==> config.mk <==
export PLATFORM = sky130hd
export DESIGN_NAME = demux_router_1x2_flat
export DESIGN_NICKNAME = d
export VERILOG_FILES = /design/src/rtl/demux_router_1x2_if.sv /design/src/rtl/demux_router_1x2.sv /design/src/flat_wrapper.sv
export SDC_FILE = /design/constraint.sdc
export NUM_CORES = 1
export LEC_CHECK = 0
export ABC_CLOCK_PERIOD_IN_PS = 2600
export BUFFER_PORTS_ARGS = -buffer_cell sky130_fd_sc_hd__buf_2
export CAP_MARGIN = 20
export CORE_MARGIN = 2
export CORE_UTILIZATION = 50
export DETAILED_ROUTE_END_ITERATION = 10
export GPL_TIMING_DRIVEN = 0
export PLACE_DENSITY = 0.7
export SYNTH_ARGS = -nofsm -noshare
export SYNTH_HDL_FRONTEND = slang
export SYNTH_SLANG_ARGS = --single-unit
export TNS_END_PERCENT = 10
==> constraint.sdc <==
create_clock -name clk -period 2.6 [get_ports clk]
set_input_delay 0.13 -clock clk [delete_from_list [all_inputs] [get_ports clk]]
set_output_delay 0.13 -clock clk [all_outputs]
set_load 0.01 [all_outputs]
==> src/rtl/demux_router_1x2_if.sv <==
// Stream bundle for the 1x2 router: one valid/ready input and two
// valid/ready outputs plus the per-output packet counters.
// The router takes the "slave" side (it sinks the input stream and
// drives the output streams); the environment takes the "master" side.
interface demux_router_1x2_if #(
  parameter int W = 8
);
  logic         in_valid;
  logic         in_ready;
  logic [W-1:0] in_data;
  logic         in_last;
  logic         in_dest;

  logic         out0_valid;
  logic         out0_ready;
  logic [W-1:0] out0_data;
  logic         out0_last;

  logic         out1_valid;
  logic         out1_ready;
  logic [W-1:0] out1_data;
  logic         out1_last;

  logic [7:0]   pkt_cnt0;
  logic [7:0]   pkt_cnt1;

  modport slave (
    input  in_valid, in_data, in_last, in_dest, out0_ready, out1_ready,
    output in_ready, out0_valid, out0_data, out0_last,
           out1_valid, out1_data, out1_last, pkt_cnt0, pkt_cnt1
  );

  modport master (
    output in_valid, in_data, in_last, in_dest, out0_ready, out1_ready,
    input  in_ready, out0_valid, out0_data, out0_last,
           out1_valid, out1_data, out1_last, pkt_cnt0, pkt_cnt1
  );
endinterface

==> src/rtl/demux_router_1x2.sv <==
// Registered 1-to-2 packet router. The destination bit is sampled on the
// first beat of each packet and locked until the last beat; every beat is
// written into a small per-output FIFO so each sink drains independently.
// Per-output counters track fully delivered packets (8-bit, wrapping).
module demux_router_1x2 #(
  parameter int W     = 8,
  parameter int DEPTH = 2
) (
  input  logic                clk,
  input  logic                rst,
  demux_router_1x2_if.slave   bus
);

  localparam int AW = $clog2(DEPTH);
  localparam logic [AW:0] PTR_ONE = {{AW{1'b0}}, 1'b1};

  typedef enum logic {
    IDLE  = 1'b0,
    ROUTE = 1'b1
  } state_t;

  state_t      state_q, state_d;
  logic        dest_q, dest_d;
  logic        eff_dest;
  logic        accept;

  // FIFO storage entries are {data, last}; index 0 feeds out0, 1 feeds out1
  logic [W:0]  mem    [2][DEPTH];
  logic [AW:0] wr_ptr [2];
  logic [AW:0] rd_ptr [2];
  logic [W:0]  head   [2];
  logic [1:0]  full;
  logic [1:0]  empty;
  logic [1:0]  wr_en;
  logic [1:0]  rd_en;
  logic [1:0]  out_ready;
  logic [7:0]  cnt    [2];

  // FIFO status flags and head-of-queue entries
  always_comb begin
    full  = '0;
    empty = '0;
    for (int i = 0; i < 2; i++) begin
      full[i]  = (wr_ptr[i][AW] != rd_ptr[i][AW]) &&
                 (wr_ptr[i][AW-1:0] == rd_ptr[i][AW-1:0]);
      empty[i] = (wr_ptr[i] == rd_ptr[i]);
      head[i]  = mem[i][rd_ptr[i][AW-1:0]];
    end
  end

  // Destination is live on a first beat, locked for the rest of the packet
  assign eff_dest     = (state_q == IDLE) ? bus.in_dest : dest_q;
  assign bus.in_ready = ~rst & ~full[eff_dest];
  assign accept       = bus.in_valid & bus.in_ready;
  assign wr_en        = {accept & eff_dest, accept & ~eff_dest};
  assign out_ready    = {bus.out1_ready, bus.out0_ready};
  assign rd_en        = ~empty & out_ready;

  assign bus.out0_valid = ~empty[0];
  assign bus.out0_data  = head[0][W:1];
  assign bus.out0_last  = head[0][0];
  assign bus.out1_valid = ~empty[1];
  assign bus.out1_data  = head[1][W:1];
  assign bus.out1_last  = head[1][0];
  assign bus.pkt_cnt0   = cnt[0];
  assign bus.pkt_cnt1   = cnt[1];

  // Packet framing: lock destination on a non-final first beat, release on last
  always_comb begin
    state_d = state_q;
    dest_d  = dest_q;
    if (accept) begin
      case (state_q)
        IDLE: begin
          if (!bus.in_last) begin
            state_d = ROUTE;
            dest_d  = bus.in_dest;
          end
        end
        ROUTE: begin
          if (bus.in_last) begin
            state_d = IDLE;
          end
        end
        default: state_d = IDLE;
      endcase
    end
  end

  // Framing state register
  always_ff @(posedge clk) begin
    if (rst) begin
      state_q <= IDLE;
      dest_q  <= 1'b0;
    end else begin
      state_q <= state_d;
      dest_q  <= dest_d;
    end
  end

  // FIFO pointers and delivered-packet counters
  always_ff @(posedge clk) begin
    if (rst) begin
      for (int i = 0; i < 2; i++) begin
        wr_ptr[i] <= '0;
        rd_ptr[i] <= '0;
        cnt[i]    <= '0;
      end
    end else begin
      for (int i = 0; i < 2; i++) begin
        if (wr_en[i]) begin
          wr_ptr[i] <= wr_ptr[i] + PTR_ONE;
        end
        if (rd_en[i]) begin
          rd_ptr[i] <= rd_ptr[i] + PTR_ONE;
          if (head[i][0]) begin
            cnt[i] <= cnt[i] + 8'd1;
          end
        end
      end
    end
  end

  // FIFO storage writes; contents are not cleared by reset
  always_ff @(posedge clk) begin
    for (int i = 0; i < 2; i++) begin
      if (wr_en[i]) begin
        mem[i][wr_ptr[i][AW-1:0]] <= {bus.in_data, bus.in_last};
      end
    end
  end

endmodule

==> src/flat_wrapper.sv <==
// flat-port wrapper written by rule: the top's interface ports become plain ports
module demux_router_1x2_flat 
#(
  parameter int W     = 8,
  parameter int DEPTH = 2
)
  (clk, rst, bus_in_valid, bus_in_data, bus_in_last, bus_in_dest, bus_out0_ready, bus_out1_ready, bus_in_ready, bus_out0_valid, bus_out0_data, bus_out0_last, bus_out1_valid, bus_out1_data, bus_out1_last, bus_pkt_cnt0, bus_pkt_cnt1);
  demux_router_1x2_if #(.W(W)) bus_i ();
  input  logic clk;
  input  logic rst;
  input wire logic [$bits(bus_i.in_valid)-1:0] bus_in_valid;
  input wire logic [$bits(bus_i.in_data)-1:0] bus_in_data;
  input wire logic [$bits(bus_i.in_last)-1:0] bus_in_last;
  input wire logic [$bits(bus_i.in_dest)-1:0] bus_in_dest;
  input wire logic [$bits(bus_i.out0_ready)-1:0] bus_out0_ready;
  input wire logic [$bits(bus_i.out1_ready)-1:0] bus_out1_ready;
  output wire logic [$bits(bus_i.in_ready)-1:0] bus_in_ready;
  output wire logic [$bits(bus_i.out0_valid)-1:0] bus_out0_valid;
  output wire logic [$bits(bus_i.out0_data)-1:0] bus_out0_data;
  output wire logic [$bits(bus_i.out0_last)-1:0] bus_out0_last;
  output wire logic [$bits(bus_i.out1_valid)-1:0] bus_out1_valid;
  output wire logic [$bits(bus_i.out1_data)-1:0] bus_out1_data;
  output wire logic [$bits(bus_i.out1_last)-1:0] bus_out1_last;
  output wire logic [$bits(bus_i.pkt_cnt0)-1:0] bus_pkt_cnt0;
  output wire logic [$bits(bus_i.pkt_cnt1)-1:0] bus_pkt_cnt1;
  assign bus_i.in_valid = bus_in_valid;
  assign bus_i.in_data = bus_in_data;
  assign bus_i.in_last = bus_in_last;
  assign bus_i.in_dest = bus_in_dest;
  assign bus_i.out0_ready = bus_out0_ready;
  assign bus_i.out1_ready = bus_out1_ready;
  assign bus_in_ready = bus_i.in_ready;
  assign bus_out0_valid = bus_i.out0_valid;
  assign bus_out0_data = bus_i.out0_data;
  assign bus_out0_last = bus_i.out0_last;
  assign bus_out1_valid = bus_i.out1_valid;
  assign bus_out1_data = bus_i.out1_data;
  assign bus_out1_last = bus_i.out1_last;
  assign bus_pkt_cnt0 = bus_i.pkt_cnt0;
  assign bus_pkt_cnt1 = bus_i.pkt_cnt1;
  demux_router_1x2 #(.W(W), .DEPTH(DEPTH)) u_core (.clk(clk), .rst(rst), .bus(bus_i));
endmodule
== Word-level counts from Yosys, hierarchy flattened ==
Memory sizes are Yosys's and may differ from the RTL's.
Index checks and enable logic that the tools add are counted.
Widths: inputs -> output; s select.
Word-level totals
  bits in registers: 2
  bits in writable memories: 60
  memories: 4
  output and inout bits: 37
  word-level logic and storage cells: 101
  input bits: 15
Memory list
  u_core.mem: words 2, bits a word 18, rd ports 2, clocked after memory_dff 0, wr ports 1, line demux_router_1x2.sv:28  | logic [W:0] mem [2][DEPTH];
  u_core.cnt: words 2, bits a word 8, rd ports 2, clocked after memory_dff 0, wr ports 2, line demux_router_1x2.sv:37  | logic [7:0] cnt [2];
  u_core.rd_ptr: words 2, bits a word 2, rd ports 2, clocked after memory_dff 0, wr ports 2, line demux_router_1x2.sv:30  | logic [AW:0] rd_ptr [2];
  u_core.wr_ptr: words 2, bits a word 2, rd ports 2, clocked after memory_dff 0, wr ports 2, line demux_router_1x2.sv:29  | logic [AW:0] wr_ptr [2];
Cells by class
  reduce and logical (&&, ||, !) cells: 6
  add/sub/neg operators: 6
  $lt $le $gt $ge: 7
  mux-type cells: 47
  bitwise operators: 23
  equal/unequal tests: 6
Operators with widths (number)
  $mux 18: 4
  $mux 9: 8
  $mux 1: 27
  $demux 9 s1: 2
  $reduce_or 18->1: 1
  $add 8x1->8 const B: 2
  $mux 8: 2
  $add 2x1->2 const B: 4
  $ge 2x2->1 const B: 4
  $mux 2: 4
  $not 1->2: 4
  $not 1->1: 7
  $or 1x1->1: 6
  $and 1x1->1: 4
  $eq 2x2->1: 2
  $logic_and 1x1->1: 4
  $lt 2x1->1 const B: 2
  $reduce_and 3->1: 1
  $and 2x2->2: 1
  $eq 1x1->1: 2
  $lt 1x2->1 const B: 1
  $ne 1x1->1: 2
  $not 2->2: 1

== Depth between registers and ports, before layout ==
Gate-level depths: netlist (run 1).
  word-level depth: 12
  mapped depth: 6
  depth with buffers taken out: 5

== Worst setup path before layout (run 1) ==
OpenSTA, ideal clock, no wires.
  path kind: reg-to-reg
  start point: mem u_core.wr_ptr[0][0] (netlist bit)
  end point: mem u_core.mem[0][18] (netlist bit) (enable)
  slack: 0.355 ns
  path buffers: 1
  arrival time: 1.856 ns
  stages on the path, launching flop included: 6
  data required time: 2.211 ns
  library setup time: 0.389 ns
  clock period less this slack: 2.245 ns
  cell sequence: edfxtp_1 > buf_2 > xnor2_1 > a31oi_2 > nand3_2 > nor3b_1
RTL lines (line)
  start: declaration: demux_router_1x2.sv:29
  end: declaration: demux_router_1x2.sv:28

==> results of run 1 <==
## cell type report
cell class	instances	area share
Multi-Input combinational cell	108	0.239
Clock buffer	9	0.0372
Sequential cell	62	0.553
Tap cell	70	0.0263
Buffer	5	0.0128
Clock inverter	7	0.0365
Timing Repair Buffer	56	0.0902
Inverter	4	0.00451
## per-layer routing
metal  vias to the layer above  track usage
met1                       743        0.223
met2                        46        0.268
li1                        790            -
met5                         -            0
met4                         0       0.0804
met3                         7       0.0326
## power groups by stage
stage	sequential [W]	combinational [W]	clock, W
after global routing	0.00127	0.000522	0.00108
after detailed placement	0.00128	0.000471	0
after CTS	0.00126	0.000478	0.00104
final	0.00126	0.000471	0.00102
after floorplan	0.00129	0.000298	0
after global placement	0.00128	0.000465	0
## cell families (layout without fill, tap and decap cells)
kind of cell / Yosys count / in the layout / synth area share
multiplexers: 20 / 20 / 0.0846
adder cells (fa/ha/maj): 2 / 2 / 0.00930
AO/OA/AOI/OAI: 10 / 10 / 0.0293
XOR/XNOR: 21 / 21 / 0.0684
AND/OR/NAND/NOR: 55 / 55 / 0.102
flip-flops: 62 / 62 / 0.685
buffers and inverters: 9 / 81 / 0.0214
## cell usage in the layout (no fill, tap or decap), types with 2 or more instances in the layout
| cell type | instances |
|---|---|
| nand3_1 | 7 |
| o211ai_1 | 2 |
| clkinvlp_4 | 3 |
| mux2_2 | 18 |
| edfxtp_1 | 60 |
| ha_1 | 2 |
| bufinv_16 | 3 |
| xor2_1 | 12 |
| nor2_1 | 27 |
| buf_2 | 53 |
| a21o_1 | 2 |
| nand2b_1 | 6 |
| and3_1 | 4 |
| nand4_1 | 2 |
| o21ai_0 | 2 |
| inv_1 | 4 |
| dfxtp_1 | 2 |
| dlygate4sd3_1 | 4 |
| clkbuf_8 | 9 |
| xnor2_1 | 9 |
## critical path, cell delays in order, from the launching register on
cell	delay (ns)
edfxtp_1	0.35
buf_2	0.17
xnor2_1	0.16
a31oi_2	0.30
nand3_2	0.22
nor3_1	0.50
buf_2	0.31
## per-stage QoR
step | cell area, um2 | hold WS (ns) | util
floorplan | 2690 | 0.229 | -
global placement | 3030 | 0.342 | 0.590
detailed placement | 3040 | 0.347 | 0.592
CTS | 3330 | 0.00169 | 0.648
global route | 3330 | 0.0118 | 0.648
finish | 3330 | 0.0164 | 0.648
## worst paths after layout
| check | from | end | slack [ns] |
|---|---|---|---|
| worst max-delay path | u_core.wr_ptr[0][0]$_SDFFCE_PN0P_ | u_core.mem[0][29]$_DFFE_PP_ | 0.27 |
| worst min-delay path | bus_in_data[1] | u_core.mem[0][2]$_DFFE_PP_ | 0.02 |
| worst min register to register | u_core.state_q$_SDFFE_PP0N_ | u_core.state_q$_SDFFE_PP0N_ | 0.49 |
| worst max register to register | u_core.wr_ptr[0][0]$_SDFFCE_PN0P_ | u_core.mem[0][29]$_DFFE_PP_ | 0.27 |
## state kept, by name, indices dropped and copies added (netlist names)
signal and cells:
u_core.cnt 16, u_core.dest_q 1, u_core.mem 36, u_core.rd_ptr 4, u_core.state_q 1, u_core.wr_ptr 4
==> flow_summary.yaml, run 1 <==
clock_tree:
  cts_tree: "done"
  cts_root_buf: "clkbuf_8"
  cts_buffer_depth: 2
  postCtsSetupBuffers: 0
  clock_sinks: 62
  cts_buffers: 9
  cts_max_level: 3
  cts.reportedPaths.clkPinSlew_ns: 0.07
  cts_resized: 0
  clkLatencyLatePin_ns: 0.33
  hold_buffers: 4
detailed_routing:
  top_layer: "met4"
  drtIter0Drc: 81
  wl_um: 4570
  drtPass1Iterations: 4
  met3WireLength_um: 253
  avgRoutedWirePerCell_um: 14.2
  drt-met1-wl_um: 2050
  vias_per_cell: 4.94
  drc: 0
  vias: 1586
  dr_wl_met2_um: 2230
  drt.antenna.violating_nets: 0
final_layout:
  stdcell_count: 321
  fin_nets: 263
  multi_input_area_um2: 796
  drive_gt1_frac: 0.386
  area_growth_pct: 23.7
  diodes: 0
  seq_area_um2: 1840
  fillCellCount: 426
grt:
  grt_first_pass_wirelength_um: 7620
  antenna_found_initial: 0
  overflow: 0
  groute.usage.overall: 0.168
  grt_pass1_vias: 1552
  grt_max_degree: 13
worst_setup_path:
  crit_required_ns: 2.63
  r2r_cells: 6
  cp-start-kind: "flip-flop"
  critical_path_class: "flip-flop to flip-flop"
  cp.arrival_ns: 2.35
  end_kind: "flip-flop"
  path_max_fanout: 8
power:
  power_density_nw_per_um2: 826
  cell_internal_pwr_w: 0.00205
  p_seq_frac: 0.457
  switching_power_w: 0.000698
  p_leak_nw: 1.27
  p_comb_frac: 0.172
  peakVddDrop_mv: 0.524
  clockPowerShare: 0.371
  power_w: 0.00275
  switching_share: 0.254
sta:
  report.final.slew_viol_count: 0
  rsz0062_at_grt: "no"
  setup_viol: 0
  worst_slack_ns: 0.274
  worstMarginPinSlew_ns: 0.913
  period_needed_ns: 2.33
  relSlewSlack: 0.389
  timing.setup.tns_ns: 0
  finalCritPeriodShare: 0.894
  hold_viol_final: 0
  clock.fmax_mhz: 430
  worst_clock_skew_ns: 0.00689
floorplan:
  dieHeight_um: 77.4
  ios: 52
  initial_core_util: 0.523
  num_rows: 26
  die_area_um2: 5980
  core_area_um2: 5140
  die_w_um: 77.4
worst_hold_path:
  min_path_cells: 1
  min_path_type: "primary input to flip-flop"
synthesis:
  synth_cell_types: 35
  synth_seq_cells: 62
  synth_edf_count: 60
  async_flop_share: 0
  synth_commonest_cells: "edfxtp_1 (60), nor2_1 (27), mux2_2 (18)"
  synth_area_leaders: "edfxtp_1 (67%), mux2_2 (7.5%), xor2_1 (3.9%), nor2_1 (3.8%), xnor2_1 (2.9%)"
  synth.most_common_cell: "edfxtp_1"
  synth_area_per_cell_um2: 15.0
  synth_top_area_frac: 0.670
  synthFlopType: "edfxtp_1"
  postSynthCellCount: 179
  ys.warnings.count: 0
  syn_area_um2: 2690
  yosysTopAreaCell: "edfxtp_1"
  seq_area_frac_synth: 0.685
  syn-num-nets: 196
placed_design:
  hpwlAfterDp_um: 3060
  io_buffers: 51
  dp.cells: 301
  dp_slack_ns: 0.231
  routabilityCongestion: 0.717
outcome:
  status: "finished, final reports clean"
run:
  maxCapViolCount: 0
No activity file was read; power rests on OpenSTA's default activity.
==> run 2, diff against run 1 <==
--- a/config.mk
+++ b/config.mk
@@ -15,2 +15,3 @@
 export PLACE_DENSITY = 0.7
+export SETUP_SLACK_MARGIN = 0.1
 export SYNTH_ARGS = -nofsm -noshare
==> constraint.sdc (replaced) <==
create_clock -name clk -period 2.6 [get_ports clk]
set_input_delay 0 -clock clk [delete_from_list [all_inputs] [get_ports clk]]
set_output_delay 0 -clock clk [all_outputs]
set_load 0.01 [all_outputs]
==> run 2 against run 1 <==
  * Flip-flop and latch count unchanged
  * Sequential share of layout area decreased by 1.1 points
  * Maximum frequency decreased by 2.4%
  * Count of clock-buffer cells in the layout unchanged
  * Critical path type unchanged
  * Highest routed layer unchanged
==> flow_summary.yaml, run 2 (same netlist as run 1, synthesis figures left out) <==
power:
  p_leak_nw: 1.30
  peakVddDrop_mv: 0.526
  power_density_nw_per_um2: 813
sta:
  period_needed_ns: 2.38
  hold_viol_final: 0
  finalCritPeriodShare: 0.917
  setup_viol: 0
  worst_clock_skew_ns: 0.00693
  clock.fmax_mhz: 420
  worst_slack_ns: 0.216
  worstMarginPinSlew_ns: 0.908
  hold_slack_ns: 0.0363
  rsz0062_at_grt: "yes"
  report.final.slew_viol_count: 0
  relSlewSlack: 0.393
placed_design:
  io_buffers: 51
  hpwlAfterDp_um: 3060
  dp_slack_ns: 0.231
  routabilityCongestion: 0.717
  placed_area_um2: 3040
detailed_routing:
  vias: 1615
  drtIter0Drc: 85
  wl_um: 4670
  drtPass1Iterations: 4
  drt.antenna.violating_nets: 0
  drc: 0
  avgRoutedWirePerCell_um: 14.3
  vias_per_cell: 4.94
grt:
  grt_pass1_vias: 1560
  grt_first_pass_wirelength_um: 7630
  groute.usage.overall: 0.168
  antenna_found_initial: 0
  grt_max_degree: 13
  overflow: 0
worst_setup_path:
  critical_path_class: "flip-flop to flip-flop"
  cp-start-kind: "flip-flop"
  r2r_slack_ns: 0.22
  end_kind: "flip-flop"
  cp.arrival_ns: 2.34
  path_max_fanout: 9
  crit_required_ns: 2.56
clock_tree:
  clock_sinks: 62
  cts_buffers: 9
  cts_max_level: 3
  cts_root_buf: "clkbuf_8"
  clkLatencyLatePin_ns: 0.33
  cts_tree: "done"
  cts.reportedPaths.clkPinSlew_ns: 0.07
  cts_buffer_depth: 2
floorplan:
  die_w_um: 77.4
  dieHeight_um: 77.4
  core_area_um2: 5140
  initial_core_util: 0.523
  ios: 52
  die_area_um2: 5980
  num_rows: 26
final_layout:
  largest_reg_flops: 36
  drive_gt1_frac: 0.381
  design_area_um2: 3390
  final_cell_mix: "edfxtp_1 (60), buf_2 (53), nor2_1 (27)"
  diodes: 0
  multi_input_area_um2: 801
  seq_area_um2: 1840
  utilization: 0.660
  fillCellCount: 422
  fin_nets: 269
  area_growth_pct: 26.1
  final_common_cell: "edfxtp_1"
worst_hold_path:
  min_path_type: "primary input to flip-flop"
run:
  maxCapViolCount: 0
outcome:
  status: "finished, final reports clean"
run 2: cell count changes in the layout (fill, tap and decap cells not counted), sizes merged:
cell	change
dlygate4sd3	+6
run 2: critical path, stage by stage, from the launching register on:
cell and delay, ns:
dfxtp_1 0.38, mux2i_2 0.47, or3b_4 0.24, nand3_2 0.20, nor3b_2 0.73
run 2: path summary, 6_finish.rpt:
path                            cells past startpoint                     endpoint                   startpoint
worst max-delay path                                4  u_core.mem[0][22]$_DFFE_PP_  u_core.state_q$_SDFFE_PP0N_
worst min-delay path                                3   u_core.dest_q$_SDFFE_PP0P_                 bus_in_valid
worst max register to register                      4  u_core.mem[0][22]$_DFFE_PP_  u_core.state_q$_SDFFE_PP0N_
worst min register to register                      2  u_core.state_q$_SDFFE_PP0N_  u_core.state_q$_SDFFE_PP0N_
run 2: area by class of cell:
| type | count | share of cell area |
|---|---|---|
| inverters | 4 | 0.00442 |
| well taps | 70 | 0.0258 |
| clock inverters | 7 | 0.0358 |
| repair buffers | 62 | 0.106 |
| clock buffers | 9 | 0.0365 |
| plain buffers | 5 | 0.0125 |
| multi-input cells | 108 | 0.236 |
| flip-flops and latches | 62 | 0.543 |
run 2: stage by stage:
stage               total power (W)  std cells  TNS (ns)
finish                      0.00276        327         0
floorplan                   0.00158        179         0
global route                0.00288        327         0
detailed placement          0.00175        301         0
global placement            0.00174        300     -3.46
CTS                         0.00278        327         0
run 2: where the power goes:
part           internal (W)  leakage, nW  switching, W
Sequential          0.00120        0.596     0.0000615
Clock              0.000639        0.112      0.000380
Combinational      0.000221        0.593      0.000260
Total               0.00206         1.30      0.000701
run 2: repair_timing:
item | 4_1_cts | 5_1_grt
hold buffers | 10 | 0
endpoints found under the hold margin | 37 | 0
setup buffers | 0 | 0
resized for setup | 0 | 1
endpoints found under the setup margin | 0 | 15
run 2: metal layers:
layer	track usage	vias to the layer above	wire length [um]
li1	-	803	-
met1	0.226	761	2120
met2	0.266	47	2270
met3	0.0314	4	250
met4	0.0804	0	27
met5	0	-	0
==> run 3, diff against run 2 <==
ABC_CLOCK_PERIOD_IN_PS = 3000   (was 2600)
CORE_ASPECT_RATIO = 1.5   (was not set)
REMOVE_ABC_BUFFERS = 1   (was not set)
clock period = 3 ns   (was 2.6 ns; I/O delays follow)
==> run 3 against run 2 <==
  * Power fell by 24%
  * Worst hold slack got worse by 0.011 ns
  * Core utilization fell by 2.9 points
  * Maximum frequency fell by 9.4%
  * Critical path type unchanged
  * Critical endpoint is now u_core.mem[0][26]$_DFFE_PP_
  * Largest power group unchanged
==> flow_summary.yaml, run 3 (same netlist as run 1, synthesis figures left out) <==
detailed_routing:
  avgRoutedWirePerCell_um: 14.1
  drt.antenna.violating_nets: 0
  wl_um: 4500
  drtIter0Drc: 39
  vias_per_cell: 5.00
  drtPass1Iterations: 5
  drc: 0
  vias: 1595
power:
  p_seq_frac: 0.532
  p_leak_nw: 1.24
  p_comb_frac: 0.177
  clockPowerShare: 0.291
  peakVddDrop_mv: 0.458
  switching_power_w: 0.000558
  power_w: 0.00210
  cell_internal_pwr_w: 0.00154
  power_density_nw_per_um2: 644
  switching_share: 0.266
sta:
  worstMarginPinSlew_ns: 0.932
  worst_slack_ns: 0.370
  rsz0062_at_grt: "no"
  relSlewSlack: 0.376
  worst_clock_skew_ns: 0.00920
  setup_viol: 0
  report.final.slew_viol_count: 0
  finalCritPeriodShare: 0.877
  clock.fmax_mhz: 380
  period_needed_ns: 2.63
  hold_viol_final: 0
grt:
  antenna_found_initial: 0
  grt_first_pass_wirelength_um: 7040
  overflow: 0
  groute.usage.overall: 0.162
  grt_pass1_vias: 1533
  grt_max_degree: 17
clock_tree:
  cts_tree: "done"
  postCtsSetupBuffers: 0
  cts_resized: 0
  cts_root_buf: "clkbuf_8"
  cts_buffer_depth: 2
  cts.reportedPaths.clkPinSlew_ns: 0.06
  cts_max_level: 3
  hold_buffers: 10
  clkLatencyLatePin_ns: 0.33
  clock_sinks: 62
  cts_buffers: 9
final_layout:
  area_growth_pct: 21.2
  multi_input_area_um2: 801
  final_common_cell: "edfxtp_1"
  seq_area_um2: 1840
  final_cell_mix: "edfxtp_1 (60), buf_2 (51), nor2_1 (27)"
  fin_nets: 263
  fillCellCount: 405
  diodes: 0
  drive_gt1_frac: 0.359
  largest_reg_flops: 36
floorplan:
  dieHeight_um: 93.8
  die_w_um: 63.9
  core_area_um2: 5160
  die_area_um2: 6000
  initial_core_util: 0.521
  ios: 52
  num_rows: 32
run:
  maxCapViolCount: 0
worst_setup_path:
  crit_family: "simple AND/OR/NAND/NOR gates"
  crit_chain: "xnor2_1, a31oi_2, nand3_2, nor3b_2"
  slowest_delay_ns: 0.80
  cp_slowest_cell: "nor3b_2"
  path_max_fanout: 13
  critPathBufInv: 0
  cp-start-kind: "flip-flop"
  critical_path_class: "flip-flop to flip-flop"
  cp.arrival_ns: 2.58
  end_kind: "flip-flop"
  crit_required_ns: 2.95
placed_design:
  dp_slack_ns: 0.288
  io_buffers: 51
  hpwlAfterDp_um: 3060
  routabilityCongestion: 0.681
outcome:
  status: "finished, final reports clean"
worst_hold_path:
  min_path_type: "primary input to flip-flop"
==> run 3: metal layers <==
layer | part of all wire | vias to the layer above | track usage
met3 | 0.049 | 8 | 0.0528
li1 | - | 787 | -
met2 | 0.52 | 48 | 0.281
met5 | 0 | - | 0
met4 | 0.014 | 0 | 0.0815
met1 | 0.42 | 752 | 0.173
==> run 3: final timing paths <==
kind	start	depth (start not counted)	slack, ns	end
worst max-delay path	u_core.rd_ptr[0][0]$_SDFFCE_PN0P_	4	0.37	u_core.mem[0][26]$_DFFE_PP_
worst min-delay path	bus_in_valid	3	0.03	u_core.dest_q$_SDFFE_PP0P_
worst max register to register	u_core.rd_ptr[0][0]$_SDFFCE_PN0P_	4	0.37	u_core.mem[0][26]$_DFFE_PP_
worst min register to register	u_core.state_q$_SDFFE_PP0N_	2	0.50	u_core.state_q$_SDFFE_PP0N_
==> run 3: worst reg2reg max path, cell delays in order (launching register included) <==
cell and delay (ns):
edfxtp_1 0.70, xnor2_1 0.19, a31oi_2 0.32, nand3_2 0.24, nor3b_2 0.81
==> run 3: cell type report <==
cell class / count / area share
flip-flops and latches: 62 / 0.565
multi-input cells: 108 / 0.246
repair buffers: 61 / 0.109
clock buffers: 14 / 0.0468
well taps: 68 / 0.0261
inverters: 4 / 0.00460
clock inverters: 2 / 0.00307
==> run 3: power groups by stage <==
stage | registers, W | clock network (W) | logic (W)
final | 0.00112 | 0.000611 | 0.000372
after detailed placement | 0.00114 | 0 | 0.000366
after global placement | 0.00113 | 0 | 0.000364
after global routing | 0.00113 | 0.000657 | 0.000411
after floorplan | 0.00113 | 0 | 0.000229
after CTS | 0.00112 | 0.000627 | 0.000379
==> run 3: through the flow <==
step | TNS (ns) | cell area (um2) | cells | util | hold WS [ns]
2_1_floorplan | 0 | 2650 | 174 | - | 0.0989
3_3_place_gp | -3.32 | 2990 | 293 | 0.578 | 0.214
3_5_place_dp | 0 | 3000 | 293 | 0.580 | 0.218
4_1_cts | 0 | 3260 | 319 | 0.631 | 0.0104
5_1_grt | 0 | 3260 | 319 | 0.631 | 0.0239
6_report | 0 | 3260 | 319 | 0.631 | 0.0250
